<file path="config.mk">
export PLATFORM = sky130hd
export DESIGN_NAME = pipeline_ctrl_flat
export DESIGN_NICKNAME = d
export VERILOG_FILES = /design/src/rtl/pipeline_ctrl_if.sv /design/src/rtl/pipeline_ctrl.sv /design/src/flat_wrapper.sv
export SDC_FILE = /design/constraint.sdc
export NUM_CORES = 1
export LEC_CHECK = 0
export CORE_UTILIZATION = 30
export DETAILED_ROUTE_END_ITERATION = 6
export PLACE_DENSITY_LB_ADDON = 0.15
export SYNTH_ARGS = -nofsm -noshare
export SYNTH_HDL_FRONTEND = slang
export SYNTH_SLANG_ARGS = --single-unit
export TNS_END_PERCENT = 20
</file>
<file path="constraint.sdc">
create_clock -name clk -period 5.8 [get_ports clk]
set_input_delay 0.58 -clock clk [delete_from_list [all_inputs] [get_ports clk]]
set_output_delay 0.58 -clock clk [all_outputs]
set_load 0.02 [all_outputs]
</file>
<file path="src/rtl/pipeline_ctrl_if.sv">
// rtl/pipeline_ctrl_if.sv - hazard inputs and stage-control outputs of the pipeline controller
interface pipeline_ctrl_if #(
    parameter int REG_AW = 5,
    parameter int CNT_W  = 32
);
    logic [REG_AW-1:0] id_rs1;
    logic [REG_AW-1:0] id_rs2;
    logic              id_use_rs1;
    logic              id_use_rs2;
    logic [REG_AW-1:0] ex_rd;
    logic              ex_mem_read;
    logic              ex_branch_taken;
    logic              ex_acc_start;
    logic              acc_done;
    logic              mem_busy;

    logic              pc_en;
    logic              ifid_en;
    logic              idex_en;
    logic              exmem_en;
    logic              memwb_en;
    logic              ifid_flush;
    logic              idex_flush;
    logic              memwb_flush;
    logic [1:0]        ctrl_state;
    logic              acc_timeout;
    logic [CNT_W-1:0]  stall_cycles;
    logic [CNT_W-1:0]  flush_count;

    modport master (
        output id_rs1, id_rs2, id_use_rs1, id_use_rs2, ex_rd, ex_mem_read,
               ex_branch_taken, ex_acc_start, acc_done, mem_busy,
        input  pc_en, ifid_en, idex_en, exmem_en, memwb_en,
               ifid_flush, idex_flush, memwb_flush,
               ctrl_state, acc_timeout, stall_cycles, flush_count
    );

    modport slave (
        input  id_rs1, id_rs2, id_use_rs1, id_use_rs2, ex_rd, ex_mem_read,
               ex_branch_taken, ex_acc_start, acc_done, mem_busy,
        output pc_en, ifid_en, idex_en, exmem_en, memwb_en,
               ifid_flush, idex_flush, memwb_flush,
               ctrl_state, acc_timeout, stall_cycles, flush_count
    );
endinterface

</file>
<file path="src/rtl/pipeline_ctrl.sv">
// rtl/pipeline_ctrl.sv - 5-stage pipeline hazard/stall/flush controller
// Optional performance counters enabled by PIPECTRL_PERF_EN.
module pipeline_ctrl #(
    parameter int REG_AW      = 5,
    parameter int ACC_TIMEOUT = 1024,
    parameter int CNT_W       = 32
) (
    input  logic           clk,
    input  logic           reset,
    pipeline_ctrl_if.slave bus
);
    typedef enum logic [1:0] {
        RUN      = 2'd0,
        MEM_WAIT = 2'd1,
        ACC_WAIT = 2'd2
    } state_t;

    localparam int            TW    = $clog2(ACC_TIMEOUT);
    localparam logic [TW-1:0] TLAST = TW'(ACC_TIMEOUT - 1);

    state_t        state_q, state_d;
    logic [TW-1:0] tcnt_q, tcnt_d;
    logic          acc_to_q, acc_to_d;

    logic [REG_AW-1:0] rs1, rs2, rd;
    logic              lu;
    logic              pc_en, ifid_en, idex_en, exmem_en, memwb_en;
    logic              ifid_fl, idex_fl, memwb_fl;

    assign rs1 = bus.id_rs1;
    assign rs2 = bus.id_rs2;
    assign rd  = bus.ex_rd;
    assign lu  = bus.ex_mem_read && (rd != '0) &&
                 ((bus.id_use_rs1 && rs1 == rd) || (bus.id_use_rs2 && rs2 == rd));

    always_ff @(posedge clk or posedge reset) begin
        if (reset) begin
            state_q  <= RUN;
            tcnt_q   <= '0;
            acc_to_q <= 1'b0;
        end else begin
            state_q  <= state_d;
            tcnt_q   <= tcnt_d;
            acc_to_q <= acc_to_d;
        end
    end

    always_comb begin
        state_d  = state_q;
        tcnt_d   = tcnt_q;
        acc_to_d = acc_to_q;
        pc_en    = 1'b0;
        ifid_en  = 1'b0;
        idex_en  = 1'b0;
        exmem_en = 1'b0;
        memwb_en = 1'b0;
        ifid_fl  = 1'b0;
        idex_fl  = 1'b0;
        memwb_fl = 1'b0;
        case (state_q)
            RUN: begin
                if (bus.mem_busy) begin
                    state_d = MEM_WAIT;
                end else if (bus.ex_acc_start) begin
                    state_d = ACC_WAIT;
                    tcnt_d  = '0;
                end else if (bus.ex_branch_taken) begin
                    {pc_en, ifid_en, idex_en, exmem_en, memwb_en} = 5'b11111;
                    ifid_fl = 1'b1;
                    idex_fl = 1'b1;
                end else if (lu) begin
                    // Bubble into ID/EX while IF/ID and PC hold the dependent instruction.
                    {idex_en, exmem_en, memwb_en} = 3'b111;
                    idex_fl = 1'b1;
                end else begin
                    {pc_en, ifid_en, idex_en, exmem_en, memwb_en} = 5'b11111;
                end
            end
            MEM_WAIT: begin
                if (!bus.mem_busy) begin
                    {pc_en, ifid_en, idex_en, exmem_en, memwb_en} = 5'b11111;
                    state_d = RUN;
                end
            end
            ACC_WAIT: begin
                if (bus.acc_done || tcnt_q == TLAST) begin
                    {pc_en, ifid_en, idex_en, exmem_en, memwb_en} = 5'b11111;
                    state_d = RUN;
                    if (!bus.acc_done) acc_to_d = 1'b1;
                end else begin
                    memwb_en = 1'b1;
                    memwb_fl = 1'b1;
                    tcnt_d   = tcnt_q + TW'(1);
                end
            end
            default: state_d = RUN;
        endcase
    end

    assign bus.pc_en       = pc_en    & ~reset;
    assign bus.ifid_en     = ifid_en  & ~reset;
    assign bus.idex_en     = idex_en  & ~reset;
    assign bus.exmem_en    = exmem_en & ~reset;
    assign bus.memwb_en    = memwb_en & ~reset;
    assign bus.ifid_flush  = ifid_fl  & ~reset;
    assign bus.idex_flush  = idex_fl  & ~reset;
    assign bus.memwb_flush = memwb_fl & ~reset;
    assign bus.ctrl_state  = state_q;
    assign bus.acc_timeout = acc_to_q;

`ifdef PIPECTRL_PERF_EN
    logic [CNT_W-1:0] stall_q, flush_q;

    always_ff @(posedge clk or posedge reset) begin
        if (reset) begin
            stall_q <= '0;
            flush_q <= '0;
        end else begin
            if (!pc_en && stall_q != '1) stall_q <= stall_q + CNT_W'(1);
            if (state_q == RUN && (ifid_fl || idex_fl) && flush_q != '1)
                flush_q <= flush_q + CNT_W'(1);
        end
    end

    assign bus.stall_cycles = stall_q;
    assign bus.flush_count  = flush_q;
`else
    assign bus.stall_cycles = {CNT_W{1'b0}};
    assign bus.flush_count  = {CNT_W{1'b0}};
`endif
endmodule
</file>
<file path="src/flat_wrapper.sv">
// flat-port wrapper written by rule: the top's interface ports become plain ports
module pipeline_ctrl_flat 
#(
    parameter int REG_AW      = 5,
    parameter int ACC_TIMEOUT = 1024,
    parameter int CNT_W       = 32
)
  (clk, reset, bus_id_rs1, bus_id_rs2, bus_id_use_rs1, bus_id_use_rs2, bus_ex_rd, bus_ex_mem_read, bus_ex_branch_taken, bus_ex_acc_start, bus_acc_done, bus_mem_busy, bus_pc_en, bus_ifid_en, bus_idex_en, bus_exmem_en, bus_memwb_en, bus_ifid_flush, bus_idex_flush, bus_memwb_flush, bus_ctrl_state, bus_acc_timeout, bus_stall_cycles, bus_flush_count);
  pipeline_ctrl_if #(.REG_AW(REG_AW), .CNT_W(CNT_W)) bus_i ();
  input  logic clk;
  input  logic reset;
  input wire logic [$bits(bus_i.id_rs1)-1:0] bus_id_rs1;
  input wire logic [$bits(bus_i.id_rs2)-1:0] bus_id_rs2;
  input wire logic [$bits(bus_i.id_use_rs1)-1:0] bus_id_use_rs1;
  input wire logic [$bits(bus_i.id_use_rs2)-1:0] bus_id_use_rs2;
  input wire logic [$bits(bus_i.ex_rd)-1:0] bus_ex_rd;
  input wire logic [$bits(bus_i.ex_mem_read)-1:0] bus_ex_mem_read;
  input wire logic [$bits(bus_i.ex_branch_taken)-1:0] bus_ex_branch_taken;
  input wire logic [$bits(bus_i.ex_acc_start)-1:0] bus_ex_acc_start;
  input wire logic [$bits(bus_i.acc_done)-1:0] bus_acc_done;
  input wire logic [$bits(bus_i.mem_busy)-1:0] bus_mem_busy;
  output wire logic [$bits(bus_i.pc_en)-1:0] bus_pc_en;
  output wire logic [$bits(bus_i.ifid_en)-1:0] bus_ifid_en;
  output wire logic [$bits(bus_i.idex_en)-1:0] bus_idex_en;
  output wire logic [$bits(bus_i.exmem_en)-1:0] bus_exmem_en;
  output wire logic [$bits(bus_i.memwb_en)-1:0] bus_memwb_en;
  output wire logic [$bits(bus_i.ifid_flush)-1:0] bus_ifid_flush;
  output wire logic [$bits(bus_i.idex_flush)-1:0] bus_idex_flush;
  output wire logic [$bits(bus_i.memwb_flush)-1:0] bus_memwb_flush;
  output wire logic [$bits(bus_i.ctrl_state)-1:0] bus_ctrl_state;
  output wire logic [$bits(bus_i.acc_timeout)-1:0] bus_acc_timeout;
  output wire logic [$bits(bus_i.stall_cycles)-1:0] bus_stall_cycles;
  output wire logic [$bits(bus_i.flush_count)-1:0] bus_flush_count;
  assign bus_i.id_rs1 = bus_id_rs1;
  assign bus_i.id_rs2 = bus_id_rs2;
  assign bus_i.id_use_rs1 = bus_id_use_rs1;
  assign bus_i.id_use_rs2 = bus_id_use_rs2;
  assign bus_i.ex_rd = bus_ex_rd;
  assign bus_i.ex_mem_read = bus_ex_mem_read;
  assign bus_i.ex_branch_taken = bus_ex_branch_taken;
  assign bus_i.ex_acc_start = bus_ex_acc_start;
  assign bus_i.acc_done = bus_acc_done;
  assign bus_i.mem_busy = bus_mem_busy;
  assign bus_pc_en = bus_i.pc_en;
  assign bus_ifid_en = bus_i.ifid_en;
  assign bus_idex_en = bus_i.idex_en;
  assign bus_exmem_en = bus_i.exmem_en;
  assign bus_memwb_en = bus_i.memwb_en;
  assign bus_ifid_flush = bus_i.ifid_flush;
  assign bus_idex_flush = bus_i.idex_flush;
  assign bus_memwb_flush = bus_i.memwb_flush;
  assign bus_ctrl_state = bus_i.ctrl_state;
  assign bus_acc_timeout = bus_i.acc_timeout;
  assign bus_stall_cycles = bus_i.stall_cycles;
  assign bus_flush_count = bus_i.flush_count;
  pipeline_ctrl #(.REG_AW(REG_AW), .ACC_TIMEOUT(ACC_TIMEOUT), .CNT_W(CNT_W)) u_core (.clk(clk), .reset(reset), .bus(bus_i));
endmodule
</file>
==> results of run 1 <==
[area by class of cell]
type / count / area (um2)
Fill cell: 487 / 2851
Tap cell: 52 / 65.06
Inverter: 5 / 18.77
Sequential cell: 13 / 325.3
Timing Repair Buffer: 34 / 340.3
Clock buffer: 4 / 45.04
Multi-Input combinational cell: 145 / 798.3
[stage by stage]
| stage | util, % | cell area, um2 | instances | power (mW) | worst slack (ns) |
|---|---|---|---|---|---|
| floorplan | - | 1653 | 231 | 0.1971 | 3.130 |
| global placement | 34.83 | 1548 | 249 | 0.1945 | 2.465 |
| detailed placement | 34.83 | 1548 | 249 | 0.1945 | 2.448 |
| CTS | 35.84 | 1593 | 253 | 0.2800 | 2.428 |
| global route | 35.84 | 1593 | 253 | 0.2914 | 2.270 |
| finish | 35.84 | 1593 | 253 | 0.2750 | 2.447 |
[logic make-up (layout without fill, tap and decap cells)]
| family | count (synthesis) | after routing | synth area share (%) |
|---|---|---|---|
| buf+inv | 73 | 43 | 37.37 |
| simple gates | 44 | 44 | 20.14 |
| compound gates | 26 | 26 | 12.19 |
| flops | 13 | 13 | 22.97 |
| xor+xnor | 10 | 10 | 6.183 |
| fa+ha+maj | 1 | 1 | 0.8833 |
| other cells | 1 | 64 | 0.2648 |
[metal layers]
metal	wire [um]	track usage (%)	part of all wire, %	vias to the layer above
met4	70	7.333	2.7	0
met3	253	2.849	9.7	5
li1	-	-	-	508
met5	0	0	0	-
met1	992	12.49	38	480
met2	1299	17.63	50	63
[registers in the layout, indices dropped and copies added, names as in the netlist]
signal and cells:
u_core.tcnt_q 10, u_core.bus.acc_timeout 1, u_core.bus.ctrl_state 2
[cell usage after synthesis (2+ instances only)]
| master | number |
|---|---|
| a21oi_1 | 7 |
| o31ai_1 | 6 |
| nor2b_1 | 4 |
| o21ai_0 | 4 |
| inv_1 | 5 |
| a31o_2 | 2 |
| buf_4 | 66 |
| or4_1 | 6 |
| nand4_1 | 3 |
| nor2_1 | 2 |
| xnor2_1 | 10 |
| nand2_1 | 11 |
| nor3_1 | 4 |
| and2_1 | 2 |
| dfrtp_1 | 13 |
| nand3_1 | 2 |
| a21o_1 | 2 |
[power groups by stage]
stage | sequential (mW) | combinational, mW | clock [mW]
2_1_floorplan | 0.101 | 0.0961 | 0
3_3_place_gp | 0.101 | 0.0934 | 0
3_5_place_dp | 0.101 | 0.0935 | 0
4_1_cts | 0.0995 | 0.0936 | 0.0868
5_1_grt | 0.100 | 0.101 | 0.0905
6_report | 0.0993 | 0.0934 | 0.0823
[final timing paths]
path                                   startpoint                  endpoint  slack [ns]  cells past startpoint
max                                  bus_ex_rd[3]               bus_ifid_en        2.45                      6
max reg2reg                      u_core.tcnt_q[0]          u_core.tcnt_q[1]        3.59                      5
max in group asynchronous                   reset          u_core.tcnt_q[5]        4.67                      2
min in group asynchronous                   reset  u_core.bus.ctrl_state[0]        0.76                      2
min                        u_core.bus.acc_timeout    u_core.bus.acc_timeout        0.46                      1
min reg2reg                u_core.bus.acc_timeout    u_core.bus.acc_timeout        0.46                      1
==> flow_summary.toml, run 1 <==
[status]
status = "finished with violations"
violations = "DRC"

[floorplan]
dieHeight_um = 70.71
die-area_mm2 = 0.005000
ios = 99
initial_core_util_pct = 31.87
rows = 24
core_area_mm2 = 0.004444
die_w_um = 70.71

[pwr]
p_switching_uw = 100.1
power.density_mw_per_mm2 = 172.6
vdd_drop_max_mv = 0.06298
intPower_uw = 174.8
pwr-share-seq_pct = 36.1
power_frac_comb_pct = 34.0
p_sw_share_pct = 36.42
leakagePower_nw = 0.7355
pwr-share-clk_pct = 29.9

[setup_path]
crit_family = "buffers and inverters"
startpoint_type = "input port"
crit_chain = "clkdlybuf4s50_1 -> or4_1 -> o21ai_0 -> nor3_1 -> a31oi_1 -> clkdlybuf4s50_1"
end_kind = "output port"
slowest_delay_ns = 0.65
path_class = "in -> out"
cp_max_fo = 3
slowest_stage = "clkdlybuf4s50_1"
crit_required_ns = 5.22
cpMostUsedCell = "clkdlybuf4s50_1"
worst-path-buf-inv = 2
cp.arrival_ns = 2.77

[global_routing]
grt_pass1_wl_um = 4153
antenna_found_initial = 0
grt_pass1_vias = 911
grt.total_usage_pct = 10.83
overflow = 0
grt_max_degree = 15

[clocking]
cts_sinks = 13
clk_pin_slew_ns = 0.05
clockBufferDepth = 2
htreeDepth = 1
cts-buffers-inserted = 3
post-cts-setup-buffers = 0
cts.repair.resized = 0
clk_latency_ns = 0.25
holdBufCountCts = 0
root_buffer = "clkbuf_8"
cts_tree = "yes"

[sta]
max_slew.worst_pin.slew_ns = 0.8634
fin_skew_ns = 0.003965
relSlewSlack_pct = 42.09
fin_hold_ws_ns = 0.4594
setup_viol = 0
slew_viol_final = 0
hold_viol_final = 0
post-route-period-util_pct = 57.81
rsz0062_at_grt = "no"
setup_tns_ns = 0
timing.fmax_mhz = 298.2
fin_crit_ns = 3.353

[synth]
synthFlopType = "dfrtp_1"
yosysWarnings = 0
syn-cell-area_mm2 = 0.001416
synth_top_area_share_pct = 34.98
synth_cells = 168
async_reset_ff_share_pct = 100.0
synth_edf_count = 0
ys_seq_area_share_pct = 22.97
synthTopCellsByArea = "buf_4, dfrtp_1, xnor2_1"
synth_seq_cells = 13
ys_types = 36
avgSynthCellArea_um2 = 8.431
synth_top_cell_by_area = "buf_4"

[routing]
drt_iter0_markers = 98
wire_per_inst_um = 10.34
route.detailed.drc = 14
ant_nets = 0
first_pass_iters = 6
viasPerCell = 4.174
vias = 1056
wl_um = 2616

[place]
io_buffers = 34
gp_routability_congestion = 0.7276
dp_hpwl_um = 2155

[final_layout]
final_cell_mix = "conb_1, clkdlybuf4s50_1, dfrtp_1"
fin_nets = 227
final_common_cell = "conb_1"
n_antenna_cell = 0
area_delta_synth_final_pct = 12.46
layout-drive-gt1-share_pct = 5.473

[job]
drv_cap = 0

[worst_hold_path]
hp-class = "reg -> reg"
Note: power is estimated with default switching activity, not from simulation.
==> inputs of run 2 (changes only) <==
==> constraint.sdc (replaced) <==
create_clock -name clk -period 3.35 [get_ports clk]
set_input_delay 0.335 -clock clk [delete_from_list [all_inputs] [get_ports clk]]
set_output_delay 0.335 -clock clk [all_outputs]
set_load 0.02 [all_outputs]
==> run 2 against run 1 <==
Net effect: the run still ends with DRC left; critical endpoint is now bus_pc_en; clock power up 68%; clock skew is 0.0025 ns lower; critical path type is now reg -> out; global-route usage shrank 1.1 points.
==> flow_summary.toml, run 2 (synthesized netlist as in run 1, its figures left out) <==
[status]
status = "finished with violations"
violations = "DRC"

[sta]
slew_viol_final = 0
setup_tns_ns = 0
fin_skew_ns = 0.001423
post-route-period-util_pct = 89.46
timing.fmax_mhz = 333.7
hold_viol_final = 0
max_slew.worst_pin.slew_ns = 0.5436
rsz0062_at_grt = "no"
fin_crit_ns = 2.997
relSlewSlack_pct = 63.48
setup_viol = 0

[place]
gp_routability_congestion = 0.7137
io_buffers = 34
dp_hpwl_um = 2102
place_area_mm2 = 0.001563

[final_layout]
final_common_cell = "conb_1"
fin_nets = 229
n_antenna_cell = 0
largest_register = "u_core.tcnt_q"
utilization_pct = 36.18
final_cell_mix = "conb_1, clkdlybuf4s50_1, dfrtp_1"
nFillCells = 492
largest_register_ffs = 10
finalInstanceArea_mm2 = 0.001608
area_delta_synth_final_pct = 13.52
layout-drive-gt1-share_pct = 6.404

[clocking]
htreeDepth = 1
cts-buffers-inserted = 3
cts_sinks = 13
clk_pin_slew_ns = 0.05
cts_tree = "yes"
clockBufferDepth = 2
root_buffer = "clkbuf_8"
clk_latency_ns = 0.24
holdBufCountCts = 0
post-cts-setup-buffers = 0
cts.repair.resized = 0

[floorplan]
dieHeight_um = 70.71
ios = 99
rows = 24
die-area_mm2 = 0.005000
core_area_mm2 = 0.004444
initial_core_util_pct = 31.87
die_w_um = 70.71

[worst_hold_path]
hp-class = "reg -> reg"

[global_routing]
grt.total_usage_pct = 9.708
grt_pass1_wl_um = 3829
overflow = 0
antenna_found_initial = 0
grt_max_degree = 14
grt_pass1_vias = 858

[setup_path]
end_kind = "output port"
cp_max_fo = 5
startpoint_type = "flip-flop"
cp.arrival_ns = 2.66
path_class = "reg -> out"
crit_required_ns = 3.01

[pwr]
power_uw = 473.5
leakagePower_nw = 0.7445
vdd_drop_max_mv = 0.09458
power.density_mw_per_mm2 = 294.5

[job]
drv_cap = 0

[routing]
route.detailed.drc = 13
vias = 1034
first_pass_iters = 6
viasPerCell = 4.055
ant_nets = 0
wire_per_inst_um = 9.945
drt_iter0_markers = 68
wl_um = 2536
run 2: cell types whose count changed in the layout (fill, tap and decap cells not counted), sizes merged:
cell | previous run | this run
buf | 0 | 2
run 2: power by group:
group | internal, mW | switching (mW) | leakage (nW) | total (mW)
sequential | 0.163 | 0.00945 | 0.178 | 0.172
combinational | 0.0571 | 0.106 | 0.544 | 0.163
clock | 0.0839 | 0.0539 | 0.0228 | 0.138
total | 0.304 | 0.170 | 0.745 | 0.473
run 2: cell type report:
class                   instances  area (um2)  area share [%]
multi-input cells             145       798.3           49.65
repair buffers                 36       355.3           22.10
flip-flops and latches         13       325.3           20.23
well taps                      52       65.06           4.047
clock buffers                   4       45.04           2.802
inverters                       5       18.77           1.167
run 2: metal layers:
| layer | wire length, um | vias to the layer above | global-route usage (%) |
|---|---|---|---|
| met5 | 0 | - | 0 |
| met4 | 28 | 0 | 4.667 |
| met3 | 246 | 2 | 2.279 |
| met2 | 1233 | 60 | 16.56 |
| met1 | 1028 | 457 | 11.49 |
| li1 | - | 515 | - |
run 2: metrics by stage:
| stage | hold WS (ns) | std cells | setup slack (ns) |
|---|---|---|---|
| global placement | 0.4508 | 251 | 0.5173 |
| floorplan | 0.2200 | 231 | 0.9246 |
| CTS | 0.4722 | 255 | 0.3238 |
| global route | 0.5142 | 255 | 0.2114 |
| detailed placement | 0.4557 | 251 | 0.5138 |
| finish | 0.4646 | 255 | 0.3532 |
run 2: final timing paths:
kind | start | endpoint | slack [ns] | depth (start not counted)
max | u_core.tcnt_q[0] | bus_pc_en | 0.35 | 6
min | u_core.bus.acc_timeout | u_core.bus.acc_timeout | 0.46 | 1
max reg2reg | u_core.tcnt_q[0] | u_core.tcnt_q[4] | 1.44 | 6
min reg2reg | u_core.bus.acc_timeout | u_core.bus.acc_timeout | 0.46 | 1
max in group asynchronous | reset | u_core.tcnt_q[9] | 2.67 | 3
min in group asynchronous | reset | u_core.tcnt_q[7] | 0.51 | 3
run 2: worst max-delay path, cell delays in order (launching register included):
cell	delay [ns]
dfrtp_1	0.40
ha_1	0.21
nand4_1	0.22
or4_1	0.53
a31o_2	0.22
a31oi_1	0.20
clkdlybuf4s50_1	0.64
==> inputs of run 3 (changes only) <==
--- a/config.mk
+++ b/config.mk
@@ -5,9 +5,10 @@
 export SDC_FILE = /design/constraint.sdc
 export NUM_CORES = 1
 export LEC_CHECK = 0
-export CORE_UTILIZATION = 30
+export CORE_UTILIZATION = 35
 export DETAILED_ROUTE_END_ITERATION = 6
 export PLACE_DENSITY_LB_ADDON = 0.15
+export SKIP_LAST_GASP = 1
 export SYNTH_ARGS = -nofsm -noshare
 export SYNTH_HDL_FRONTEND = slang
 export SYNTH_SLANG_ARGS = --single-unit
==> run 3 against run 2 <==
Net effect: the run now ends clean; first-iteration DRC count is 18% higher; via count is 4.8% higher; largest power group unchanged; clock power is 3% higher; clock skew is 0.00062 ns lower; power is 0.92% higher; non-clock buffer count stayed put.
==> flow_summary.toml, run 3 (synthesized netlist as in run 1, its figures left out) <==
[setup_path]
rr_worst_depth = 6
worst-path-buf-inv = 1
critPathLaunch = "u_core.tcnt_q[0]"
cp.arrival_ns = 2.69
rr_endpoint = "u_core.tcnt_q[4]"
endpoint = "bus_pc_en"
crit_chain = "ha_1 -> nand4_1 -> or4_1 -> a31o_2 -> a31oi_1 -> clkdlybuf4s50_1"
slowest_stage = "clkdlybuf4s50_1"
cp.depth = 6
reg2reg_slack_ns = 1.42
cp_max_fo = 5
crit_family = "simple AND/OR/NAND/NOR gates"
reg2reg_from = "u_core.tcnt_q[0]"
startpoint_type = "flip-flop"
crit_required_ns = 3.01
slowest_delay_ns = 0.65
path_class = "reg -> out"
end_kind = "output port"

[clocking]
cts.repair.resized = 0
post-cts-setup-buffers = 0
clk_latency_ns = 0.25
clk_pin_slew_ns = 0.05
cts-buffers-inserted = 3
root_buffer = "clkbuf_8"
clockBufferDepth = 2
holdBufCountCts = 0
cts_sinks = 13
htreeDepth = 1
cts_tree = "yes"

[sta]
hold_viol_final = 0
timing.fmax_mhz = 330.9
setup_viol = 0
fin_skew_ns = 0.0008001
setup_tns_ns = 0
rsz0062_at_grt = "no"
relSlewSlack_pct = 63.42
layout_setup_ws_ns = 0.3278
max_slew.worst_pin.slew_ns = 0.5445
fin_crit_ns = 3.022
post-route-period-util_pct = 90.21
slew_viol_final = 0

[pwr]
power.density_mw_per_mm2 = 298.1
power_uw = 477.8
vdd_drop_max_mv = 0.1009
leakagePower_nw = 0.7445

[global_routing]
antenna_found_initial = 0
grt_pass1_wl_um = 4222
overflow = 0
grt_pass1_vias = 999
grt.total_usage_pct = 12.83
grt_max_degree = 14

[routing]
vias = 1084
wire_per_inst_um = 10.47
wl_um = 2629
ant_nets = 0
viasPerCell = 4.319
route.detailed.drc = 0
drt_iter0_markers = 80
first_pass_iters = 4

[floorplan]
initial_core_util_pct = 37.56
dieHeight_um = 65.62
core_area_mm2 = 0.003771
die-area_mm2 = 0.004305
ios = 99
die_w_um = 65.62
rows = 22

[place]
io_buffers = 34
dp_hpwl_um = 2181
gp_routability_congestion = 0.7616
place_ws_ns = 0.4946

[final_layout]
n_antenna_cell = 0
largest_register = "u_core.tcnt_q"
final_common_cell = "conb_1"
area_delta_synth_final_pct = 13.16
largest_register_ffs = 10
final_cell_mix = "conb_1, clkdlybuf4s50_1, dfrtp_1"
layout-drive-gt1-share_pct = 6.404
fin_nets = 229

[worst_hold_path]
hold_start = "u_core.bus.acc_timeout"
hp-class = "reg -> reg"

[status]
status = "completed"

[job]
drv_cap = 0
run 3: cell counts in the layout (fill, tap and decap cells not counted):
No cell type changed its count.
run 3: area by class of cell:
class | count | area (um2)
clock buffer | 4 | 45.04
inverter | 5 | 18.77
fill | 369 | 2168
timing repair buffer | 36 | 355.3
sequential | 13 | 325.3
multi-input combinational | 145 | 798.3
tap | 48 | 60.06
run 3: how the worst min path moves through the flow:
stage,cells past startpoint,endpoint,slack (ns)
3_5_place_dp,1,u_core.bus.acc_timeout,0.46
5_1_grt,1,u_core.bus.acc_timeout,0.50
6_report,1,u_core.bus.acc_timeout,0.46
4_1_cts,1,u_core.bus.acc_timeout,0.47
2_1_floorplan,1,u_core.bus.acc_timeout,0.22
3_3_place_gp,1,u_core.bus.acc_timeout,0.45
run 3: worst reg2reg max path, cell delays in order (launching register included):
cell and delay [ns]:
dfrtp_1 0.41, ha_1 0.24, nand4_1 0.21, o31ai_2 0.08, buf_4 0.19, or4_2 0.55, a21oi_1 0.18
run 3: per-layer routing:
metal | track usage, % | wire [um] | up-vias
met2 | 24.61 | 1358 | 63
li1 | - | - | 515
met1 | 12.72 | 1013 | 501
met3 | 2.257 | 198 | 5
met4 | 7.337 | 59 | 0
met5 | 0 | 0 | -
run 3: where the power goes:
group / switching [mW] / total [mW] / internal [mW]
logic: 0.107 / 0.164 / 0.0570
clock network: 0.0579 / 0.142 / 0.0842
registers: 0.00853 / 0.171 / 0.163
total: 0.174 / 0.478 / 0.304
run 3: stage by stage:
stage	instance area, um2	cells	hold slack, ns	utilization [%]
global route	1603	251	0.5006	42.50
detailed placement	1558	247	0.4567	41.31
global placement	1558	247	0.4461	41.31
CTS	1603	251	0.4740	42.50
floorplan	1653	231	0.2200	-
finish	1603	251	0.4649	42.50
